**config.mk**
```make
export PLATFORM = sky130hd
export DESIGN_NAME = spectrum_frame_renderer_flat
export DESIGN_NICKNAME = d
export VERILOG_FILES = /design/src/rtl/spectrum_frame_renderer_if.sv /design/src/rtl/spectrum_frame_renderer.sv /design/src/flat_wrapper.sv
export SDC_FILE = /design/constraint.sdc
export NUM_CORES = 1
export LEC_CHECK = 0
export ABC_AREA = 1
export BUFFER_PORTS_ARGS = -buffer_cell sky130_fd_sc_hd__buf_2
export CAP_MARGIN = 20
export CORE_ASPECT_RATIO = 0.8
export CORE_MARGIN = 1
export CORE_UTILIZATION = 57
export CTS_BUF_LIST = sky130_fd_sc_hd__clkbuf_4 sky130_fd_sc_hd__clkbuf_8
export DETAILED_ROUTE_END_ITERATION = 8
export PLACE_DENSITY = 0.84
export SYNTH_ARGS = -nofsm -noshare
export SYNTH_HDL_FRONTEND = slang
export SYNTH_SLANG_ARGS = --single-unit
export TNS_END_PERCENT = 50
```
**constraint.sdc**
```tcl
create_clock -name i_clk -period 3.6 [get_ports i_clk]
set_input_delay 1.08 -clock i_clk [delete_from_list [all_inputs] [get_ports i_clk]]
set_output_delay 1.08 -clock i_clk [all_outputs]
set_load 0.005 [all_outputs]
```
**src/rtl/spectrum_frame_renderer_if.sv**
```systemverilog
// Bundle of the FFT-side and VGA-side signals of the spectrum renderer.
// The master drives the FFT results and the VGA timing. The slave is the renderer itself.
interface spectrum_frame_renderer_if #(
  parameter int NBINS = 16,
  parameter int DW    = 16
);
  logic [NBINS*DW-1:0] i_fft_data;
  logic                i_fft_done;
  logic                i_vga_lock;
  logic                i_frame_start;
  logic [10:0]         i_vga_x;
  logic [10:0]         i_vga_y;
  logic [1:0]          i_mode;
  logic [7:0]          o_vga_r;
  logic [7:0]          o_vga_g;
  logic [7:0]          o_vga_b;
  logic [15:0]         o_frame_cnt;

  modport master (
    output i_fft_data, i_fft_done, i_vga_lock, i_frame_start, i_vga_x, i_vga_y, i_mode,
    input  o_vga_r, o_vga_g, o_vga_b, o_frame_cnt
  );

  modport slave (
    input  i_fft_data, i_fft_done, i_vga_lock, i_frame_start, i_vga_x, i_vga_y, i_mode,
    output o_vga_r, o_vga_g, o_vga_b, o_frame_cnt
  );
endinterface

```
**src/rtl/spectrum_frame_renderer.sv**
```systemverilog
// Spectrum bar renderer.
// FFT magnitudes are latched only outside active video and compressed to log2 levels.
// Each bin keeps a peak-hold value that decays once every DECAY_FR frames.
// A two-stage pixel pipeline turns (x, y) into bar and peak-marker colours.
module spectrum_frame_renderer #(
  parameter int NBINS    = 16,
  parameter int DW       = 16,
  parameter int LW       = 4,
  parameter int BAR_W    = 32,
  parameter int STEP_H   = 24,
  parameter int X0       = 64,
  parameter int Y_BASE   = 440,
  parameter int DECAY_FR = 4
) (
  input  logic                      i_clk,
  input  logic                      i_rst_n,
  spectrum_frame_renderer_if.slave  bus
);

  localparam int DCW = (DECAY_FR > 1) ? $clog2(DECAY_FR) : 1;
  localparam logic [LW-1:0] LMAX = '1;

  typedef enum logic [0:0] {S_IDLE, S_PEND} state_e;

  state_e          state_q;
  logic [15:0]     frameCnt_q;
  logic [DCW-1:0]  decayCnt_q;
  logic [LW-1:0]   level_q [NBINS];
  logic [LW-1:0]   peak_q  [NBINS];
  logic [LW-1:0]   level_d [NBINS];
  logic [LW-1:0]   peak_d  [NBINS];

  logic            doLatch;
  logic            decayTick;

  logic [31:0]     pixX, pixY, dx, binIdx, binCol, dy, barTop, peakRow;
  logic            inBar, inRows;
  logic [LW-1:0]   binLevel, binPeak;
  logic            barHit_d, pkHit_d;

  logic            barHit_q, pkHit_q;
  logic [LW-1:0]   pixLevel_q;
  logic [1:0]      pixMode_q;

  logic [7:0]      shade;
  logic [7:0]      red_d, green_d, blue_d;
  logic [7:0]      red_q, green_q, blue_q;

  // Index of the most significant set bit, clipped to the largest level
  function automatic logic [LW-1:0] levelOf(input logic [DW-1:0] v);
    int msb;
    msb = 0;
    for (int i = 0; i < DW; i++) begin
      if (v[i]) msb = i;
    end
    if (msb > int'(LMAX)) msb = int'(LMAX);
    return LW'(msb);
  endfunction

  // Latch fires when a pending result meets blanking; decay fires on the DECAY_FR-th frame pulse
  always_comb begin
    doLatch   = (state_q == S_PEND) && !bus.i_vga_lock;
    decayTick = bus.i_frame_start && (decayCnt_q == DCW'(DECAY_FR - 1));
  end

  // Pending-latch FSM; the frame counter advances on every latch
  always_ff @(posedge i_clk or negedge i_rst_n) begin
    if (!i_rst_n) begin
      state_q    <= S_IDLE;
      frameCnt_q <= '0;
    end else begin
      case (state_q)
        S_IDLE: if (bus.i_fft_done) state_q <= S_PEND;
        S_PEND: begin
          if (!bus.i_vga_lock) begin
            state_q    <= S_IDLE;
            frameCnt_q <= frameCnt_q + 16'd1;
          end
        end
        default: state_q <= S_IDLE;
      endcase
    end
  end

  // Frame pulse counter that sets the peak decay rate
  always_ff @(posedge i_clk or negedge i_rst_n) begin
    if (!i_rst_n) begin
      decayCnt_q <= '0;
    end else if (bus.i_frame_start) begin
      decayCnt_q <= decayTick ? '0 : decayCnt_q + DCW'(1);
    end
  end

  // Next levels and peaks; a latch takes precedence over a decay in the same cycle
  always_comb begin
    for (int k = 0; k < NBINS; k++) begin
      level_d[k] = level_q[k];
      peak_d[k]  = peak_q[k];
      if (doLatch) begin
        level_d[k] = levelOf(bus.i_fft_data[k*DW +: DW]);
        peak_d[k]  = (level_d[k] > peak_q[k]) ? level_d[k] : peak_q[k];
      end else if (decayTick && (peak_q[k] > level_q[k])) begin
        peak_d[k]  = peak_q[k] - LW'(1);
      end
    end
  end

  // Level and peak storage
  always_ff @(posedge i_clk or negedge i_rst_n) begin
    if (!i_rst_n) begin
      for (int k = 0; k < NBINS; k++) begin
        level_q[k] <= '0;
        peak_q[k]  <= '0;
      end
    end else begin
      for (int k = 0; k < NBINS; k++) begin
        level_q[k] <= level_d[k];
        peak_q[k]  <= peak_d[k];
      end
    end
  end

  // Pixel stage 1 logic: locate the bar under (x, y) and test the bar and marker rows
  always_comb begin
    pixX     = 32'(bus.i_vga_x);
    pixY     = 32'(bus.i_vga_y);
    dx       = (pixX >= 32'(X0)) ? pixX - 32'(X0) : '0;
    binIdx   = dx / 32'(BAR_W);
    binCol   = dx % 32'(BAR_W);
    inBar    = (pixX >= 32'(X0)) && (binIdx < 32'(NBINS)) && (binCol < 32'(BAR_W - 2));
    inRows   = (pixY <= 32'(Y_BASE));
    dy       = 32'(Y_BASE) - pixY;
    binLevel = '0;
    binPeak  = '0;
    for (int k = 0; k < NBINS; k++) begin
      if (binIdx == 32'(k)) begin
        binLevel = level_q[k];
        binPeak  = peak_q[k];
      end
    end
    barTop   = 32'(binLevel) * 32'(STEP_H);
    peakRow  = 32'(binPeak) * 32'(STEP_H);
    barHit_d = inBar && inRows && (dy < barTop);
    pkHit_d  = inBar && inRows && (binPeak != '0) && (dy == peakRow);
  end

  // Pixel stage 1 registers; the display mode travels with its pixel
  always_ff @(posedge i_clk or negedge i_rst_n) begin
    if (!i_rst_n) begin
      barHit_q   <= 1'b0;
      pkHit_q    <= 1'b0;
      pixLevel_q <= '0;
      pixMode_q  <= '0;
    end else begin
      barHit_q   <= barHit_d;
      pkHit_q    <= pkHit_d;
      pixLevel_q <= binLevel;
      pixMode_q  <= bus.i_mode;
    end
  end

  // Pixel stage 2 logic: choose the colour from the mode and the hit flags
  always_comb begin
    shade   = 8'(32'(pixLevel_q) << (8 - LW));
    red_d   = 8'd0;
    green_d = 8'd0;
    blue_d  = 8'd0;
    case (pixMode_q)
      2'd0: if (barHit_q) green_d = 8'd255;
      2'd1: begin
        if (barHit_q) begin
          red_d   = shade;
          green_d = 8'd255 - shade;
          blue_d  = 8'd64;
        end
      end
      2'd2: begin
        if (pkHit_q) begin
          red_d   = 8'd255;
          green_d = 8'd255;
          blue_d  = 8'd255;
        end else if (barHit_q) begin
          green_d = 8'd255;
        end
      end
      default: ;
    endcase
  end

  // Pixel stage 2 registers driving the VGA colour outputs
  always_ff @(posedge i_clk or negedge i_rst_n) begin
    if (!i_rst_n) begin
      red_q   <= '0;
      green_q <= '0;
      blue_q  <= '0;
    end else begin
      red_q   <= red_d;
      green_q <= green_d;
      blue_q  <= blue_d;
    end
  end

  assign bus.o_vga_r     = red_q;
  assign bus.o_vga_g     = green_q;
  assign bus.o_vga_b     = blue_q;
  assign bus.o_frame_cnt = frameCnt_q;

endmodule

```
**src/flat_wrapper.sv**
```systemverilog
// flat-port wrapper written by rule: the top's interface ports become plain ports
module spectrum_frame_renderer_flat 
#(
  parameter int NBINS    = 16,
  parameter int DW       = 16,
  parameter int LW       = 4,
  parameter int BAR_W    = 32,
  parameter int STEP_H   = 24,
  parameter int X0       = 64,
  parameter int Y_BASE   = 440,
  parameter int DECAY_FR = 4
)
  (i_clk, i_rst_n, bus_i_fft_data, bus_i_fft_done, bus_i_vga_lock, bus_i_frame_start, bus_i_vga_x, bus_i_vga_y, bus_i_mode, bus_o_vga_r, bus_o_vga_g, bus_o_vga_b, bus_o_frame_cnt);
  spectrum_frame_renderer_if #(.NBINS(NBINS), .DW(DW)) bus_i ();
  input  logic i_clk;
  input  logic i_rst_n;
  input wire logic [$bits(bus_i.i_fft_data)-1:0] bus_i_fft_data;
  input wire logic [$bits(bus_i.i_fft_done)-1:0] bus_i_fft_done;
  input wire logic [$bits(bus_i.i_vga_lock)-1:0] bus_i_vga_lock;
  input wire logic [$bits(bus_i.i_frame_start)-1:0] bus_i_frame_start;
  input wire logic [$bits(bus_i.i_vga_x)-1:0] bus_i_vga_x;
  input wire logic [$bits(bus_i.i_vga_y)-1:0] bus_i_vga_y;
  input wire logic [$bits(bus_i.i_mode)-1:0] bus_i_mode;
  output wire logic [$bits(bus_i.o_vga_r)-1:0] bus_o_vga_r;
  output wire logic [$bits(bus_i.o_vga_g)-1:0] bus_o_vga_g;
  output wire logic [$bits(bus_i.o_vga_b)-1:0] bus_o_vga_b;
  output wire logic [$bits(bus_i.o_frame_cnt)-1:0] bus_o_frame_cnt;
  assign bus_i.i_fft_data = bus_i_fft_data;
  assign bus_i.i_fft_done = bus_i_fft_done;
  assign bus_i.i_vga_lock = bus_i_vga_lock;
  assign bus_i.i_frame_start = bus_i_frame_start;
  assign bus_i.i_vga_x = bus_i_vga_x;
  assign bus_i.i_vga_y = bus_i_vga_y;
  assign bus_i.i_mode = bus_i_mode;
  assign bus_o_vga_r = bus_i.o_vga_r;
  assign bus_o_vga_g = bus_i.o_vga_g;
  assign bus_o_vga_b = bus_i.o_vga_b;
  assign bus_o_frame_cnt = bus_i.o_frame_cnt;
  spectrum_frame_renderer #(.NBINS(NBINS), .DW(DW), .LW(LW), .BAR_W(BAR_W), .STEP_H(STEP_H), .X0(X0), .Y_BASE(Y_BASE), .DECAY_FR(DECAY_FR)) u_core (.i_clk(i_clk), .i_rst_n(i_rst_n), .bus(bus_i));
endmodule
```
==> flow_summary_export.csv, run 1 <==
group,metric,value,unit
worst_setup_path,worstRegToRegCells,18,
power,ir_worst_vdd,0.340,mV
worst_setup_path,path_class,"primary input to flip-flop",
layout,fin_nets,2830,
worst_setup_path,cp-end-kind,"flip-flop",
sta,period_needed,4.31,ns
route,wl_per_cell,14.4,um
status,violations,"setup timing",
min_path,hold_start,"u_core.pixLevel_q[1]",
grt,grt_pass1_vias,13800,
placed_design,portBuffers,308,
cts,holdBufCountCts,0,
route,firstDrtPassIters,6,
power,total_power,9.36,mW
route,vias,15100,
sta,timing.final.ws_setup,-0.709,ns
grt,grt_pass1_wl,63800,um
layout,area_growth,21.8,%
floorplan,initial_core_util,0.579,
worst_setup_path,r2r_end,"u_core.barHit_q",
worst_setup_path,cp.required,4.02,ns
grt,overflow,0,
power,power_density,546,nW/um^2
floorplan,core-area,24300,um^2
route,routed_via_density,5.57,
cts,htreeDepth,4,
floorplan,row_count,51,
worst_setup_path,crit_path_max_incr_delay,0.43,ns
cts,clkSinkCount,166,
cts,path_clk_slew,0.10,ns
sta,clock.fmax,232,MHz
sta,finalSetupViolCount,2,
layout,final_cell_mix,"nand2_1 (386), buf_2 (307), inv_1 (267)",
sta,hold_violations,0,
logic_synthesis,syn-mean-instance-area,7.06,um^2
logic_synthesis,synth_cell_types,41,
status,status,"complete, but fails checks",
sta,max_slew_margin,0.571,
worst_setup_path,crit_fanout,5,
cts,clockBufferDepth,2,
worst_setup_path,reg2reg_from,"u_core.level_q[56]",
min_path,min_path_cells,1,
worst_setup_path,worstSetupStartpointType,"primary input",
floorplan,die-area,25300,um^2
placed_design,gp_congestion,0.934,
sta,finalCritPeriodShare,1.20,
route,drc,0,
worst_setup_path,r2r_setup_slack,0.52,ns
run,maxCapViolCount,0,
layout,final_area,17100,um^2
cts,cts_tree,"built",
sta,maxSlewViolCount,0,
placed_design,dpl_cell_area,16600,um^2
grt,grt_max_degree,150,
route,drt_wl_total,39000,um
grt,grtUsageTotal,0.312,
cts,cts_buffers,17,
min_path,hp-class,"flip-flop to flip-flop",
sta,tightest_slew,0.643,ns
worst_setup_path,crit_slowest_cell,"fa_2",
logic_synthesis,synth-seq-cells,166,
layout,layout_commonest_cell,"nand2_1",
cts,clkLatencyLatePin,0.49,ns
min_path,whs_endpoint,"u_core.bus.o_vga_g[5]",
logic_synthesis,synth_warnings,0,
power,leakage,9.06,nW
route,ant_nets,0,
floorplan,io_pins,325,
logic_synthesis,ys_seq_area_frac,0.295,
cts,cts-root-buf,"clkbuf_8",
logic_synthesis,synthesis.nets,2448,
worst_setup_path,crit_arrival,4.73,ns
sta,rsz0062_at_grt,"true",
sta,skew,0.0244,ns
worst_setup_path,path_common_cell,"nand2_2",
grt,grt_antenna_before_repair,1,
floorplan,die_h,143,um
logic_synthesis,synth_area,14100,um^2
placed_design,hpwlAfterDp,30900,um
route,drt_iter0_markers,1257,
logic_synthesis,netlist_instances,1995,
layout,post_route_cells_drive_above_1_share,0.221,
floorplan,fp.dieW,178,um
[layout make-up]
type                            instances  area, um^2
Tap cell                              318         398
Antenna cell                            1        2.50
Inverter                              278        1050
Fill cell                            1971        7170
Multi-Input combinational cell       1514        8850
Sequential cell                       166        4150
Timing Repair Buffer                  400        2290
Clock inverter                         13         140
Clock buffer                           19         262
[synthesized netlist by cell type (all sizes together)]
cell | n | area [um^2]
a2111oi | 1 | 8.76
a211oi | 2 | 15.0
a21oi | 126 | 631
a22oi | 2 | 15.0
a31oi | 44 | 275
and2 | 1 | 6.26
buf | 15 | 105
clkbuf | 22 | 82.6
dfrtp | 166 | 4150
fa | 1 | 20.0
ha | 167 | 2090
inv | 278 | 1040
mux2 | 1 | 11.3
nand2 | 402 | 1530
nand3 | 55 | 293
nand3b | 6 | 45.0
nand4 | 48 | 300
nor2 | 280 | 1110
nor3 | 11 | 55.1
nor4 | 25 | 156
o2111ai | 3 | 26.3
o21ai | 202 | 1030
o21ba | 1 | 10.0
o21bai | 31 | 233
o22ai | 2 | 12.5
o311ai | 3 | 26.3
o31ai | 16 | 120
o32ai | 11 | 96.3
or2 | 28 | 175
xnor2 | 22 | 193
xor2 | 23 | 201
[through the flow]
stage / hold WS (ns) / std cells / util / setup WS [ns] / setup TNS [ns]
after floorplan: 0.418 / 1995 / - / -0.654 / -1.24
after global placement: 0.436 / 2671 / 0.683 / -1.12 / -2.21
after detailed placement: 0.441 / 2671 / 0.683 / -1.22 / -2.43
after CTS: 0.463 / 2707 / 0.701 / -0.652 / -1.29
after global routing: 0.489 / 2709 / 0.705 / -0.965 / -1.88
final: 0.467 / 2709 / 0.705 / -0.709 / -1.39
[how the worst max path moves through the flow]
| stage | slack, ns | from | endpoint |
|---|---|---|---|
| global route | -0.96 | bus_i_vga_x[7] | u_core.pkHit_q |
| detailed placement | -1.22 | bus_i_vga_x[6] | u_core.barHit_q |
| global placement | -1.12 | bus_i_vga_x[7] | u_core.barHit_q |
| finish | -0.71 | bus_i_vga_x[6] | u_core.pkHit_q |
| CTS | -0.65 | bus_i_vga_x[6] | u_core.pkHit_q |
| floorplan | -0.65 | bus_i_vga_x[6] | u_core.barHit_q |
[power breakdown]
part / switching [mW] / leakage (nW) / internal, mW
Sequential: 0.676 / 1.96 / 2.44
Clock: 0.803 / 0.203 / 0.607
Combinational: 2.76 / 6.90 / 2.07
Total: 4.24 / 9.06 / 5.12
[flip-flops by register name, summed over array words and instances, names as in the netlist]
name and cells:
u_core.bus.o_vga_r 5, u_core.pixLevel_q 4, u_core.bus.o_vga_g 5, u_core.bus.o_vga_b 1, u_core.barHit_q 1, u_core.bus.o_frame_cnt 16, u_core.level_q 64, u_core.peak_q 64
u_core.pkHit_q 1, u_core.state_q 1, u_core.decayCnt_q 2, u_core.pixMode_q 2
[kinds of logic after synthesis]
kind of cell	Yosys count	synth area share
adder cells (fa/ha/maj)	168	0.150
flip-flops	166	0.295
XOR/XNOR	45	0.0280
AO/OA/AOI/OAI	444	0.178
AND/OR/NAND/NOR	856	0.261
buffers and inverters	315	0.0874
multiplexers	1	0.000800
[critical path, delay by kind of cell]
kind | cells | cell delay, ns
fa+ha+maj | 3 | 0.76
xor+xnor | 1 | 0.14
buf+inv | 4 | 0.43
simple gates | 16 | 1.88
compound gates | 2 | 0.45
[routing by layer]
| layer | up-vias | GRT usage | part of all wire |
|---|---|---|---|
| met5 | - | 0 | 0 |
| met3 | 53 | 0.0529 | 0.082 |
| met2 | 595 | 0.516 | 0.46 |
| met4 | 0 | 0.0715 | 0.013 |
| met1 | 7002 | 0.424 | 0.44 |
| li1 | 7439 | - | - |
[repair_timing]
action	in CTS	in global routing
setup buffers	4	1
resized for setup	4	24
endpoints found under the setup margin	2	2
pin swaps	5	18
Note: power is estimated with default switching activity, not from simulation.
==> run 2: changes to the inputs <==
==> constraint.sdc (replaced) <==
create_clock -name i_clk -period 3.6 [get_ports i_clk]
set_input_delay 0.36 -clock i_clk [delete_from_list [all_inputs] [get_ports i_clk]]
set_output_delay 0.36 -clock i_clk [all_outputs]
set_load 0.005 [all_outputs]
==> run 2 against run 1 <==
Against the previous run:
- sequential power barely moved
- clock power fell by 3%
- cell area rose by 0.97%
- largest power group unchanged
- non-clock buffer count did not move
- die area did not move
- count of clock-buffer cells in the layout fell by 2
- the flow still finishes with violations (setup timing)
- setup slack improved by 0.63 ns
==> flow_summary_export.csv, run 2 (synthesized netlist as in run 1, its figures left out) <==
group,metric,value,unit
status,status,"complete, but fails checks",
status,violations,"setup timing",
cts,clockBufferDepth,2,
power,total_power,9.35,mW
power,p_sw_frac,0.465,
floorplan,row_count,51,
placed_design,hpwlAfterDp,30500,um
route,drt_iter0_markers,1256,
grt,grt_max_degree,133,
sta,tightest_slew,1.00,ns
route,firstDrtPassIters,6,
layout,layout_commonest_cell,"nand2_1",
power,ir_worst_vdd,0.348,mV
worst_setup_path,reg2reg_from,"u_core.level_q[63]",
sta,timing.final.ws_setup,-0.0828,ns
layout,area_growth,22.9,%
worst_setup_path,crit_path_max_incr_delay,0.31,ns
worst_setup_path,r2r_end,"u_core.barHit_q",
grt,grtUsageTotal,0.304,
worst_setup_path,path_class,"primary input to flip-flop",
floorplan,die_h,143,um
route,drc,0,
layout,utilization,0.712,
placed_design,portBuffers,308,
grt,grt_pass1_vias,13400,
floorplan,initial_core_util,0.579,
route,wl_per_cell,14.6,um
power,power_density,540,nW/um^2
floorplan,fp.dieW,178,um
sta,skew,0.0160,ns
route,ant_nets,0,
route,vias,15000,
layout,fin_nets,2830,
power,combPwrFrac,0.517,
run,maxCapViolCount,0,
floorplan,io_pins,325,
cts,clkSinkCount,166,
sta,finalSetupViolCount,1,
route,drt_wl_total,39600,um
worst_setup_path,worstSetupStartpointType,"primary input",
sta,hold_violations,0,
floorplan,core-area,24300,um^2
placed_design,pre_cts_ws,-0.511,ns
sta,maxSlewViolCount,0,
worst_setup_path,cp-end-kind,"flip-flop",
worst_setup_path,crit_arrival,4.11,ns
power,power.share.sequential,0.336,
floorplan,die-area,25300,um^2
cts,cts_tree,"built",
grt,grt_pass1_wl,62200,um
cts,cts_buffers,17,
min_path,min_path_cells,2,
layout,multi_input_area,9000,um^2
cts,htreeDepth,4,
sta,max_slew_margin,0.332,
layout,fill_cells,1929,
worst_setup_path,r2r_setup_slack,0.34,ns
min_path,whs_endpoint,"u_core.decayCnt_q[0]",
route,routed_via_density,5.54,
cts,clkLatencyLatePin,0.50,ns
cts,path_clk_slew,0.10,ns
grt,overflow,0,
worst_setup_path,crit_slowest_cell,"o21ai_4",
sta,period_needed,3.68,ns
layout,final_cell_mix,"nand2_1 (378), buf_2 (305), inv_1 (263)",
placed_design,gp_congestion,0.953,
layout,post_route_cells_drive_above_1_share,0.231,
power,power.clock.fraction,0.147,
worst_setup_path,worstRegToRegCells,23,
layout,final_area,17300,um^2
worst_setup_path,path_common_cell,"nand2_2",
power,leakage,9.08,nW
grt,grt_antenna_before_repair,0,
cts,cts-root-buf,"clkbuf_8",
power,internal_power,5.00,mW
min_path,hold_start,"bus_i_frame_start",
placed_design,dpl_cell_area,16500,um^2
layout,register_area,4150,um^2
sta,rsz0062_at_grt,"true",
layout,diodes,0,
sta,clock.fmax,272,MHz
worst_setup_path,crit_fanout,5,
min_path,hp-class,"primary input to flip-flop",
worst_setup_path,cp.required,4.03,ns
sta,finalCritPeriodShare,1.02,
power,p_switching,4.35,mW
## run 2: how the worst max path moves through the flow
stage / startpoint / to / slack, ns / cells after the start
final: bus_i_vga_x[7] / u_core.barHit_q / -0.08 / 31
after CTS: bus_i_vga_x[7] / u_core.pkHit_q / 0.008 / 28
after global placement: bus_i_vga_x[7] / u_core.pkHit_q / -0.37 / 26
after detailed placement: bus_i_vga_x[7] / u_core.pkHit_q / -0.51 / 24
after floorplan: bus_i_vga_x[6] / u_core.pkHit_q / 0.01 / 28
after global routing: bus_i_vga_x[8] / u_core.barHit_q / -0.25 / 31
## run 2: cell type report
cell class / count / area share
Multi-Input combinational cell: 1514 / 0.520
Clock buffer: 17 / 0.0135
Inverter: 278 / 0.0611
Sequential cell: 166 / 0.240
Clock inverter: 15 / 0.00918
Timing Repair Buffer: 400 / 0.134
Tap cell: 318 / 0.0230
## run 2: power groups by stage
stage	registers, mW	clock network [mW]	logic, mW
CTS	3.09	1.38	4.64
global route	3.19	1.45	5.53
detailed placement	3.12	0	4.59
global placement	3.11	0	4.33
finish	3.14	1.37	4.84
floorplan	2.87	0	3.34
## run 2: timing repair
action / in CTS / in global routing
hold buffers: 3 / 0
buffers inserted: 2 / 8
pin swaps: 2 / 50
endpoints found under the setup margin: 1 / 2
gates cloned: 0 / 0
gates resized for setup: 5 / 82
hold endpoints to repair: 112 / 0
## run 2: worst max-delay path, delay by kind of cell
kind	cells	cell delay, ns
and+or+nand+nor	13	1.29
adders and majority gates	3	0.66
xor gates and xnor gates	1	0.14
buffers and inverters	10	0.81
AOI/OAI and AO/OA	4	0.83
## run 2: stage by stage
| stage | setup TNS [ns] | hold slack, ns | instances |
|---|---|---|---|
| after floorplan | 0 | 0.0644 | 1995 |
| after global placement | -0.705 | 0.144 | 2663 |
| after detailed placement | -0.906 | 0.143 | 2663 |
| after CTS | 0 | 0.0542 | 2700 |
| after global routing | -0.432 | 0.0632 | 2708 |
| final | -0.0828 | 0.0604 | 2708 |
## run 2: layer usage
metal,share of wire,vias up,global-route usage,wire [um]
met5,0,-,0,0
met1,0.45,6941,0.430,17700
met2,0.45,579,0.478,17900
li1,-,7434,-,-
met4,0.013,0,0.0724,499
met3,0.086,55,0.0598,3400
